$ cat src/rtl/fde_sequencer.sv
// fde_sequencer
//   Multi-cycle fetch/decode/execute/writeback control sequencer. A registered
//   FSM walks each instruction through FETCH -> DECODE -> EXEC -> (MEM) -> WB
//   and drives the register file, ALU, memory and PC control lines. Memory
//   accesses use a req/ack handshake. The request is held until ack arrives.
//
//   Optional feature macro: CTRL_MEM_TIMEOUT_EN
//     When defined, a wait counter tracks cycles spent waiting for mem_ack.
//     After MEM_TIMEOUT wait cycles the sequencer parks in a sticky FAULT
//     state that only reset can leave. When undefined, there is no FAULT
//     state and fault is tied low.
//
// Ports
//   clk         rising-edge clock
//   reset       asynchronous, active-low reset
//   en          run enable; low freezes state and forces all strobes to 0
//   op          opcode from the instruction register (sampled in DECODE)
//   immed_in    immediate-operand flag from the instruction
//   flag_z      zero flag
//   flag_n      negative flag
//   mem_ack     memory transaction complete
//   mem_req     memory transaction request
//   mem_sel     memory address source: 0 = PC, 1 = ALU result
//   read_write  1 = read, 0 = write
//   ir_load     strobe that loads the instruction register
//   w_en        register-file write strobe
//   alu_func    ALU operation (latched opcode, zero-extended)
//   immed_sel   registered copy of immed_in
//   flag_en     flag-update strobe
//   pc_inc      PC <= PC + 1 strobe
//   pc_load     PC <= branch target strobe
//   retire      instruction-complete strobe
//   illegal_op  illegal-opcode strobe (raised in DECODE)
//   state       current state encoding
//   fault       sticky memory-timeout fault
module fde_sequencer #(
  parameter int OP_W        = 4,
  parameter int ALU_W       = 4,
  parameter int MEM_TIMEOUT = 15
) (
  input  logic             clk,
  input  logic             reset,
  input  logic             en,
  input  logic [OP_W-1:0]  op,
  input  logic             immed_in,
  input  logic             flag_z,
  input  logic             flag_n,
  input  logic             mem_ack,
  output logic             mem_req,
  output logic             mem_sel,
  output logic             read_write,
  output logic             ir_load,
  output logic             w_en,
  output logic [ALU_W-1:0] alu_func,
  output logic             immed_sel,
  output logic             flag_en,
  output logic             pc_inc,
  output logic             pc_load,
  output logic             retire,
  output logic             illegal_op,
  output logic [2:0]       state,
  output logic             fault
);

  typedef enum logic [2:0] {
    S_FETCH  = 3'd0,
    S_DECODE = 3'd1,
    S_EXEC   = 3'd2,
    S_MEM    = 3'd3,
    S_WB     = 3'd4,
    S_FAULT  = 3'd5
  } state_t;

  localparam logic [3:0] OP_JMP = 4'h0;
  localparam logic [3:0] OP_LD  = 4'h5;
  localparam logic [3:0] OP_ST  = 4'h6;
  localparam logic [3:0] OP_BNE = 4'hD;
  localparam logic [3:0] OP_BLT = 4'hE;
  localparam logic [3:0] OP_BE  = 4'hF;

  state_t     cur_state;
  state_t     nxt_state;

  // started holds outputs low after reset release until the first enabled
  // clock, so every output reads 0 while reset is asserted and mem_req only
  // rises one clock after release.
  logic       started;
  logic       active;
  logic       req_phase;
  logic       ack_pending;
  logic       ack_eff;

  logic [3:0] code_q;
  logic       illegal_q;
  logic       immed_q;
  logic       taken_q;

  logic       op_illegal;
  logic       op_taken;
  logic       code_flags;
  logic       code_writes;
  logic       code_mem;

  assign active    = started & en;
  assign req_phase = started & ((cur_state == S_FETCH) | (cur_state == S_MEM));
  assign ack_eff   = mem_ack | ack_pending;

  // Opcodes wider than 4 bits are illegal whenever any upper bit is set.
  generate
    if (OP_W > 4) begin : g_wide_op
      assign op_illegal = |op[OP_W-1:4];
    end else begin : g_narrow_op
      assign op_illegal = 1'b0;
    end
  endgenerate

  // Branch condition, evaluated against the flags present during DECODE.
  always_comb begin
    op_taken = 1'b0;
    case (op[3:0])
      OP_JMP:  op_taken = 1'b1;
      OP_BNE:  op_taken = !flag_z;
      OP_BLT:  op_taken = flag_n;
      OP_BE:   op_taken = flag_z;
      default: op_taken = 1'b0;
    endcase
    if (op_illegal) op_taken = 1'b0;
  end

  // Class decode of the latched opcode. An illegal opcode behaves as a NOP.
  assign code_flags  = !illegal_q &&
                       (((code_q >= 4'h1) && (code_q <= 4'h4)) ||
                        ((code_q >= 4'h8) && (code_q <= 4'hC)));
  assign code_writes = !illegal_q &&
                       (((code_q >= 4'h1) && (code_q <= 4'h5)) ||
                        ((code_q >= 4'h7) && (code_q <= 4'hC)));
  assign code_mem    = !illegal_q && ((code_q == OP_LD) || (code_q == OP_ST));

`ifdef CTRL_MEM_TIMEOUT_EN
  localparam int CNT_W = $clog2(MEM_TIMEOUT + 1);

  logic [CNT_W-1:0] wait_cnt;
  logic             timeout_hit;

  assign timeout_hit = (wait_cnt == CNT_W'(MEM_TIMEOUT - 1));

  // Wait counter: cleared whenever the FSM changes state (so on every entry
  // to FETCH or MEM), counts enabled cycles spent waiting for an ack.
  always_ff @(posedge clk or negedge reset) begin
    if (!reset) begin
      wait_cnt <= '0;
    end else if (active) begin
      if (nxt_state != cur_state) begin
        wait_cnt <= '0;
      end else if (req_phase && !ack_eff) begin
        wait_cnt <= wait_cnt + 1'b1;
      end
    end
  end

  assign fault = (cur_state == S_FAULT);
`else
  logic unused_timeout;
  assign unused_timeout = (MEM_TIMEOUT != 0);
  assign fault          = 1'b0;
`endif

  // State register plus the decode-time latches. An ack seen while frozen
  // is parked in ack_pending and consumed on the next enabled cycle.
  always_ff @(posedge clk or negedge reset) begin
    if (!reset) begin
      cur_state   <= S_FETCH;
      started     <= 1'b0;
      ack_pending <= 1'b0;
      code_q      <= 4'h0;
      illegal_q   <= 1'b0;
      immed_q     <= 1'b0;
      taken_q     <= 1'b0;
    end else begin
      if (en) started <= 1'b1;

      if (!en) begin
        if (req_phase && mem_ack) ack_pending <= 1'b1;
      end else begin
        ack_pending <= 1'b0;
      end

      if (active) cur_state <= nxt_state;

      if (active && (cur_state == S_DECODE)) begin
        code_q    <= op[3:0];
        illegal_q <= op_illegal;
        immed_q   <= immed_in;
        taken_q   <= op_taken;
      end
    end
  end

  // Memory interface is a pure function of state and the latched opcode, so
  // it stays stable across a freeze and is never withdrawn mid-request.
  assign mem_req    = req_phase;
  assign mem_sel    = started && (cur_state == S_MEM);
  assign read_write = started && ((cur_state == S_FETCH) ||
                                  ((cur_state == S_MEM) && (code_q == OP_LD)));
  assign immed_sel  = immed_q;
  assign state      = cur_state;

  // Next-state and strobe logic. Strobes only fire on enabled cycles.
  always_comb begin
    nxt_state  = cur_state;
    ir_load    = 1'b0;
    w_en       = 1'b0;
    flag_en    = 1'b0;
    pc_inc     = 1'b0;
    pc_load    = 1'b0;
    retire     = 1'b0;
    illegal_op = 1'b0;
    alu_func   = '0;

    if (started && (cur_state == S_EXEC) && !illegal_q) begin
      alu_func = ALU_W'(code_q);
    end

    if (active) begin
      case (cur_state)
        S_FETCH: begin
          if (ack_eff) begin
            ir_load   = 1'b1;
            nxt_state = S_DECODE;
          end
`ifdef CTRL_MEM_TIMEOUT_EN
          else if (timeout_hit) begin
            nxt_state = S_FAULT;
          end
`endif
        end
        S_DECODE: begin
          illegal_op = op_illegal;
          nxt_state  = S_EXEC;
        end
        S_EXEC: begin
          flag_en   = code_flags;
          nxt_state = code_mem ? S_MEM : S_WB;
        end
        S_MEM: begin
          if (ack_eff) begin
            nxt_state = S_WB;
          end
`ifdef CTRL_MEM_TIMEOUT_EN
          else if (timeout_hit) begin
            nxt_state = S_FAULT;
          end
`endif
        end
        S_WB: begin
          w_en      = code_writes;
          pc_load   = taken_q;
          pc_inc    = !taken_q;
          retire    = 1'b1;
          nxt_state = S_FETCH;
        end
        S_FAULT: begin
          nxt_state = S_FAULT;
        end
        default: begin
          nxt_state = S_FETCH;
        end
      endcase
    end
  end

endmodule

$ cat config.mk
export PLATFORM = sky130hd
export DESIGN_NAME = fde_sequencer
export DESIGN_NICKNAME = d
export VERILOG_FILES = /design/src/rtl/fde_sequencer.sv
export SDC_FILE = /design/constraint.sdc
export NUM_CORES = 1
export LEC_CHECK = 0
export CORE_UTILIZATION = 45
export CTS_BUF_LIST = sky130_fd_sc_hd__clkbuf_2 sky130_fd_sc_hd__clkbuf_4 sky130_fd_sc_hd__clkbuf_8
export DETAILED_ROUTE_END_ITERATION = 10
export PLACE_DENSITY = 0.78
export SKIP_CTS_REPAIR_TIMING = 1
export SKIP_LAST_GASP = 1
export SYNTH_ARGS = -nofsm -noshare
export SYNTH_HDL_FRONTEND = slang
export SYNTH_SLANG_ARGS = --single-unit
$ cat constraint.sdc
create_clock -name clk -period 1.85 [get_ports clk]
set_input_delay 0.2775 -clock clk [delete_from_list [all_inputs] [get_ports clk]]
set_output_delay 0.2775 -clock clk [all_outputs]
set_load 0.03 [all_outputs]
# == Yosys cells after proc, flatten, opt, wreduce, memory -nomap -nowiden ==
# Cells that the tools add are included.
# op_classes
n_lt_le_gt_ge,6
n_eq_ne,12
mux,21
bitwise_logic,4
reduce_logical,20
# ops
op,n
1-bit two-way mux,15
3-bit one-hot mux with 5 select lines,1
4-bit equality test (second input constant),3
1-bit logical AND,10
3-bit two-way mux,3
4-bit by 3-bit equality test with 1-bit output (second input constant),2
4-bit by 3-bit <= comparator with 1-bit output (second input constant),2
3-bit by 2-bit equality test with 1-bit output (second input constant),2
3-bit equality test (second input constant),2
4-bit by 1-bit greater-or-equal comparator with 1-bit output (second input constant),1
4-bit by 3-bit greater-or-equal comparator with 1-bit output (second input constant),1
4-bit greater-or-equal comparator (second input constant),1
4-bit <= comparator (second input constant),1
4-bit logical NOT,1
1-bit logical OR,4
4-bit two-way mux,1
2-bit != test (second input constant),2
1-bit one-hot mux with 4 select lines,1
3-bit by 1-bit equality test with 1-bit output (second input constant),1
3-bit logical NOT,1
3-bit AND reduction,1
1-bit AND,2
1-bit logical NOT,2
1-bit bitwise OR,2
2-bit nonzero test,1
# totals
reg_bits,11
out_inout_bits,19
wordCells,69

# == Longest topological paths before layout ==
# logic_depth
ltp_word,6
ltp_mapped,4

# == Worst setup path before layout ==
# No wires, ideal clock.
# synth_path
path_kind,register -> output
start,register cur_state[0] (netlist: state[0])
end,output pc_inc
arrival_time_ns,1.998
t_required_ns,1.572
setup_slack_ns,-0.426
path_stages_with_launch,4
path_cell_list,dfrtp_1 buf_4 nor4b_2 nor2b_1
# synth_via
elab_chain_cells,3
# synth_rtl
element,line_no,text
"start, declared",81,state_t cur_state;
"start signal, assigned",188,if (active) cur_state <= nxt_state;
3-bit equality test,225,case (cur_state)
1-bit two-way mux,225,
1-bit two-way mux,224,if (active) begin
"end, declared",57,"output logic pc_inc,"
# No other way between the ends.

# == Worst setup path in the final report ==
# layout_path
start,register cur_state[1] (netlist: state[1])
end,output flag_en
# layout_via
elab_chain_cells,3
# layout_rtl
element,line_no,text
3-bit by 2-bit equality test with 1-bit output,225,
1-bit two-way mux,225,
1-bit two-way mux,224,
"end, declared",56,"output logic flag_en,"
# No other way between the ends.

==> reports/metrics.sh <==
CRIT_START='state[1]$_DFFE_PN0P_'
FMAX_GHz=0.516
FINALWORSTPATHREQUIREDPERIOD_NS=1.94
TOTALWIRELENGTH_UM=2140
DRV.MAX_CAP_VIOLATION_COUNT=0
FINAL_ANTENNA_NET_COUNT=0
HTREE_LEVELS=1
WORST_R2R_STARTPOINT='state[2]$_DFFE_PN0P_'
POST-ROUTE-DRC-COUNT=3
CRIT_PATH_END='flag_en'
ENDPOINT_OF_THE_WORST_REGISTER_TO_REGISTER_PATH='code_q[1]$_DFFE_PN0P_'
COMMONEST_CELLS_AFTER_ROUTING_FILL_AND_TAPS_ASIDE='sky130_fd_sc_hd__buf_4 (16), sky130_fd_sc_hd__clkdlybuf4s50_1 (12), sky130_fd_sc_hd__buf_6 (10)'
INITIAL_UTILIZATION_PCT=49.9
CLKTRANSATPATHREGS_NS=0.08
CORE.ROWCOUNT=14
DRT-INITIAL-DRC-COUNT=21
SYNTH_SEQUENTIAL_AREA_RATIO_PCT=35.0
FINAL.SETUP.WORST_SLACK_NS=-0.0865
NUMBER_OF_DISTINCT_STANDARD_CELLS_REFERENCED_BY_THE_SYNTHESIZED_NETLIST=42
SYNTH_TOP_CELL_BY_AREA='sky130_fd_sc_hd__dfrtp_1'
CTS_MADE_BUFFERS=3
AREA.GROWTH.SYNTH_TO_FINAL_PCT=62.0
DIE_AREA_SQ_UM=1920
CLOCKROOTBUFFER='sky130_fd_sc_hd__clkbuf_4'
DIE_HEIGHT_UM=43.8
IR_DROP_uV=1260
GRT_OVERFLOW=0
VIAS_IN_THE_FIRST_GLOBAL_ROUTE=696
SYN-CELL-AREA_SQ_UM=787
FINAL_COMMON_CELL='sky130_fd_sc_hd__buf_4'
POWER.LEAKAGE_nW=0.593
CRITPATHMAXFANOUT=8
TIMING.REG2REG.SETUP_SLACK_NS=0.21
GRT_START_MAX_NET_PINS=12
POWERDENSITY_nW_PER_UM2=1700
YS.WARNINGS.COUNT=0
CHIPWIDTH_UM=43.8
GP_CONGESTION=0.845
DPL_WORST_SLACK_NS=-0.0458
ROUTED_LENGTH_PER_INSTANCE_UM=15.4
SIGNAL_ARRIVAL_TIME_AT_THE_WORST_ENDPOINT_NS=1.66
CRITICAL_PATH_CLASS='flop to primary output'
REQUIRED_NS=1.57
CTS_TREE='yes'
RUN_STATUS='complete, but fails checks'
DEPTH_OF_THE_WORST_REGISTER_TO_REGISTER_PATH=4
NUMBER_OF_REGISTER_BITS_INFERRED_BY_SYNTHESIS=11
IO_BUFFERS=27
DRIVE_ABOVE_1_SHARE_PCT=44.7
TOP_AREA_CELLS_IN_THE_SYNTHESIZED_NETLIST='sky130_fd_sc_hd__dfrtp_1 (35%), sky130_fd_sc_hd__mux2_2 (8.6%), sky130_fd_sc_hd__and2_1 (4.8%)'
WORST-SLEW-PIN-TRANSITION_NS=0.568
CTS_NUM_SINKS=11
CRITPATHCAPTURETYPE='primary output'
GRT_PASS1_WL_UM=3130
GLOBAL_ROUTE.USAGE.TOTAL_PCT=21.8
TIMING.CRITICAL_PATH.FROM_TYPE='flop'
FILLERINSTANCES=93
GRT_SETUP_UNREPAIRED='yes'
SYN_AVG_CELL_AREA_SQ_UM=9.60
CTS-ROOT-TO-SINK-BUFFERS=2
POSTLAYOUTCOREUTIL_PCT=80.9
INSERTION_DELAY_NS=0.27
FIN_SKEW_NS=0.00212
HOLD_CLASS='input port to asynchronous set/reset pin'
HPWL_UM=1510
FINAL-MAX-SLEW-VIOLATION-COUNT=0
DRT-VIAS-PER-INSTANCE=5.88
VIOLATIONS='DRC, setup timing'
SLEW_HEADROOM_PCT=62.0
POST-SYNTH-TOP-AREA-FRACTION_PCT=35.0
IO-PIN-COUNT=30
MIN_PERIOD_OVER_PERIOD_PCT=105
TIMING_HOLD_VIOLATIONS_FINAL=0
DR_TOTAL_VIAS=818
GRT_ANTENNA_BEFORE_REPAIR=0
FINALSETUPVIOLATIONS=3
DRT-PASS1-ITER-COUNT=7
PLACEABLECOREAREA_SQ_UM=1580
SYNTH_CELLS=82
ANTENNA_CELLS_INSERTED=0
FINALNETCOUNT=135
## how the worst min path moves through the flow
stage | startpoint | to | slack (ns)
after floorplan | reset | ack_pending$_DFFE_PN0P_ | -0.02
after global placement | immed_sel$_DFFE_PN0P_ | immed_sel$_DFFE_PN0P_ | 0.49
after detailed placement | immed_sel$_DFFE_PN0P_ | immed_sel$_DFFE_PN0P_ | 0.50
after CTS | reset | code_q[1]$_DFFE_PN0P_ | 0.37
after global routing | reset | ack_pending$_DFFE_PN0P_ | 0.39
final | reset | code_q[3]$_DFFE_PN0P_ | 0.37
## state kept, by name, summed over array words and instances (netlist names)
name and cells:
code_q 4, taken_q 1, state 3, immed_sel 1
started 1, ack_pending 1
## cells by family after synthesis
kind of cell,share of synthesized area (%)
XOR/XNOR,2.23
AO/OA/AOI/OAI,12.6
other,0.476
AND/OR/NAND/NOR,35.8
multiplexers,8.58
flip-flops,35.0
buffers and inverters,5.40
## critical path, stage by stage (launching register included)
cell	delay [ns]
sky130_fd_sc_hd__dfrtp_2	0.45
sky130_fd_sc_hd__or2b_4	0.29
sky130_fd_sc_hd__buf_6	0.13
sky130_fd_sc_hd__nor3_4	0.19
sky130_fd_sc_hd__and3_4	0.21
sky130_fd_sc_hd__buf_6	0.12
## synth_stat cells, drive strengths merged
| library cell | number |
|---|---|
| dfrtp | 11 |
| and2 | 7 |
| mux2 | 6 |
| buf | 5 |
| and3 | 4 |
| nor2b | 4 |
| and3b | 3 |
| nand2 | 3 |
| nor2 | 3 |
| o21ai | 3 |
| nand2b | 2 |
| nand3 | 2 |
| nor3 | 2 |
| o22a | 2 |
| or4 | 2 |
| a21oi | 1 |
| a221o | 1 |
| a221oi | 1 |
| a41oi | 1 |
| and4b | 1 |
| and4bb | 1 |
| clkbuf | 1 |
| conb | 1 |
| inv | 1 |
| nand3b | 1 |
| nand4 | 1 |
| nor3b | 1 |
| nor4b | 1 |
| o2111ai | 1 |
| o21a | 1 |
| o31ai | 1 |
| o41ai | 1 |
| or2 | 1 |
| or2b | 1 |
| or3 | 1 |
| or3b | 1 |
| xnor2 | 1 |
| xor2 | 1 |
## metrics by stage
stage | instance area, sq um | hold WS [ns] | total power [W] | TNS [ns] | cells
after floorplan | 825 | -0.0181 | 0.00134 | 0 | 83
after global placement | 1140 | 0.489 | 0.00179 | -0.0262 | 133
after detailed placement | 1140 | 0.504 | 0.00182 | -0.0784 | 133
after CTS | 1170 | 0.370 | 0.00201 | -1.30 | 137
after global routing | 1270 | 0.395 | 0.00229 | -0.496 | 139
final | 1270 | 0.366 | 0.00217 | -0.129 | 139
## final cells by class
cell class | count | area, sq um | share of cell area, %
tap | 16 | 20.0 | 1.57
inverter | 1 | 3.75 | 0.294
multi-input combinational | 65 | 541 | 42.4
clock buffer | 4 | 30.0 | 2.36
sequential | 11 | 278 | 21.8
timing repair buffer | 42 | 403 | 31.6
## report_power, final
group          switching (W)  total [W]  internal (W)
Clock              0.0000896   0.000188     0.0000982
Combinational       0.000737    0.00150      0.000764
Sequential          0.000131   0.000483      0.000352
## metal layers
layer | track usage [%] | up-vias | wire length (um)
met5 | 0 | - | 0
li1 | - | 386 | -
met3 | 2.50 | 2 | 122
met4 | 5.63 | 0 | 16
met1 | 30.2 | 397 | 944
met2 | 36.1 | 33 | 1050
No activity file was read; power rests on OpenSTA's default activity.
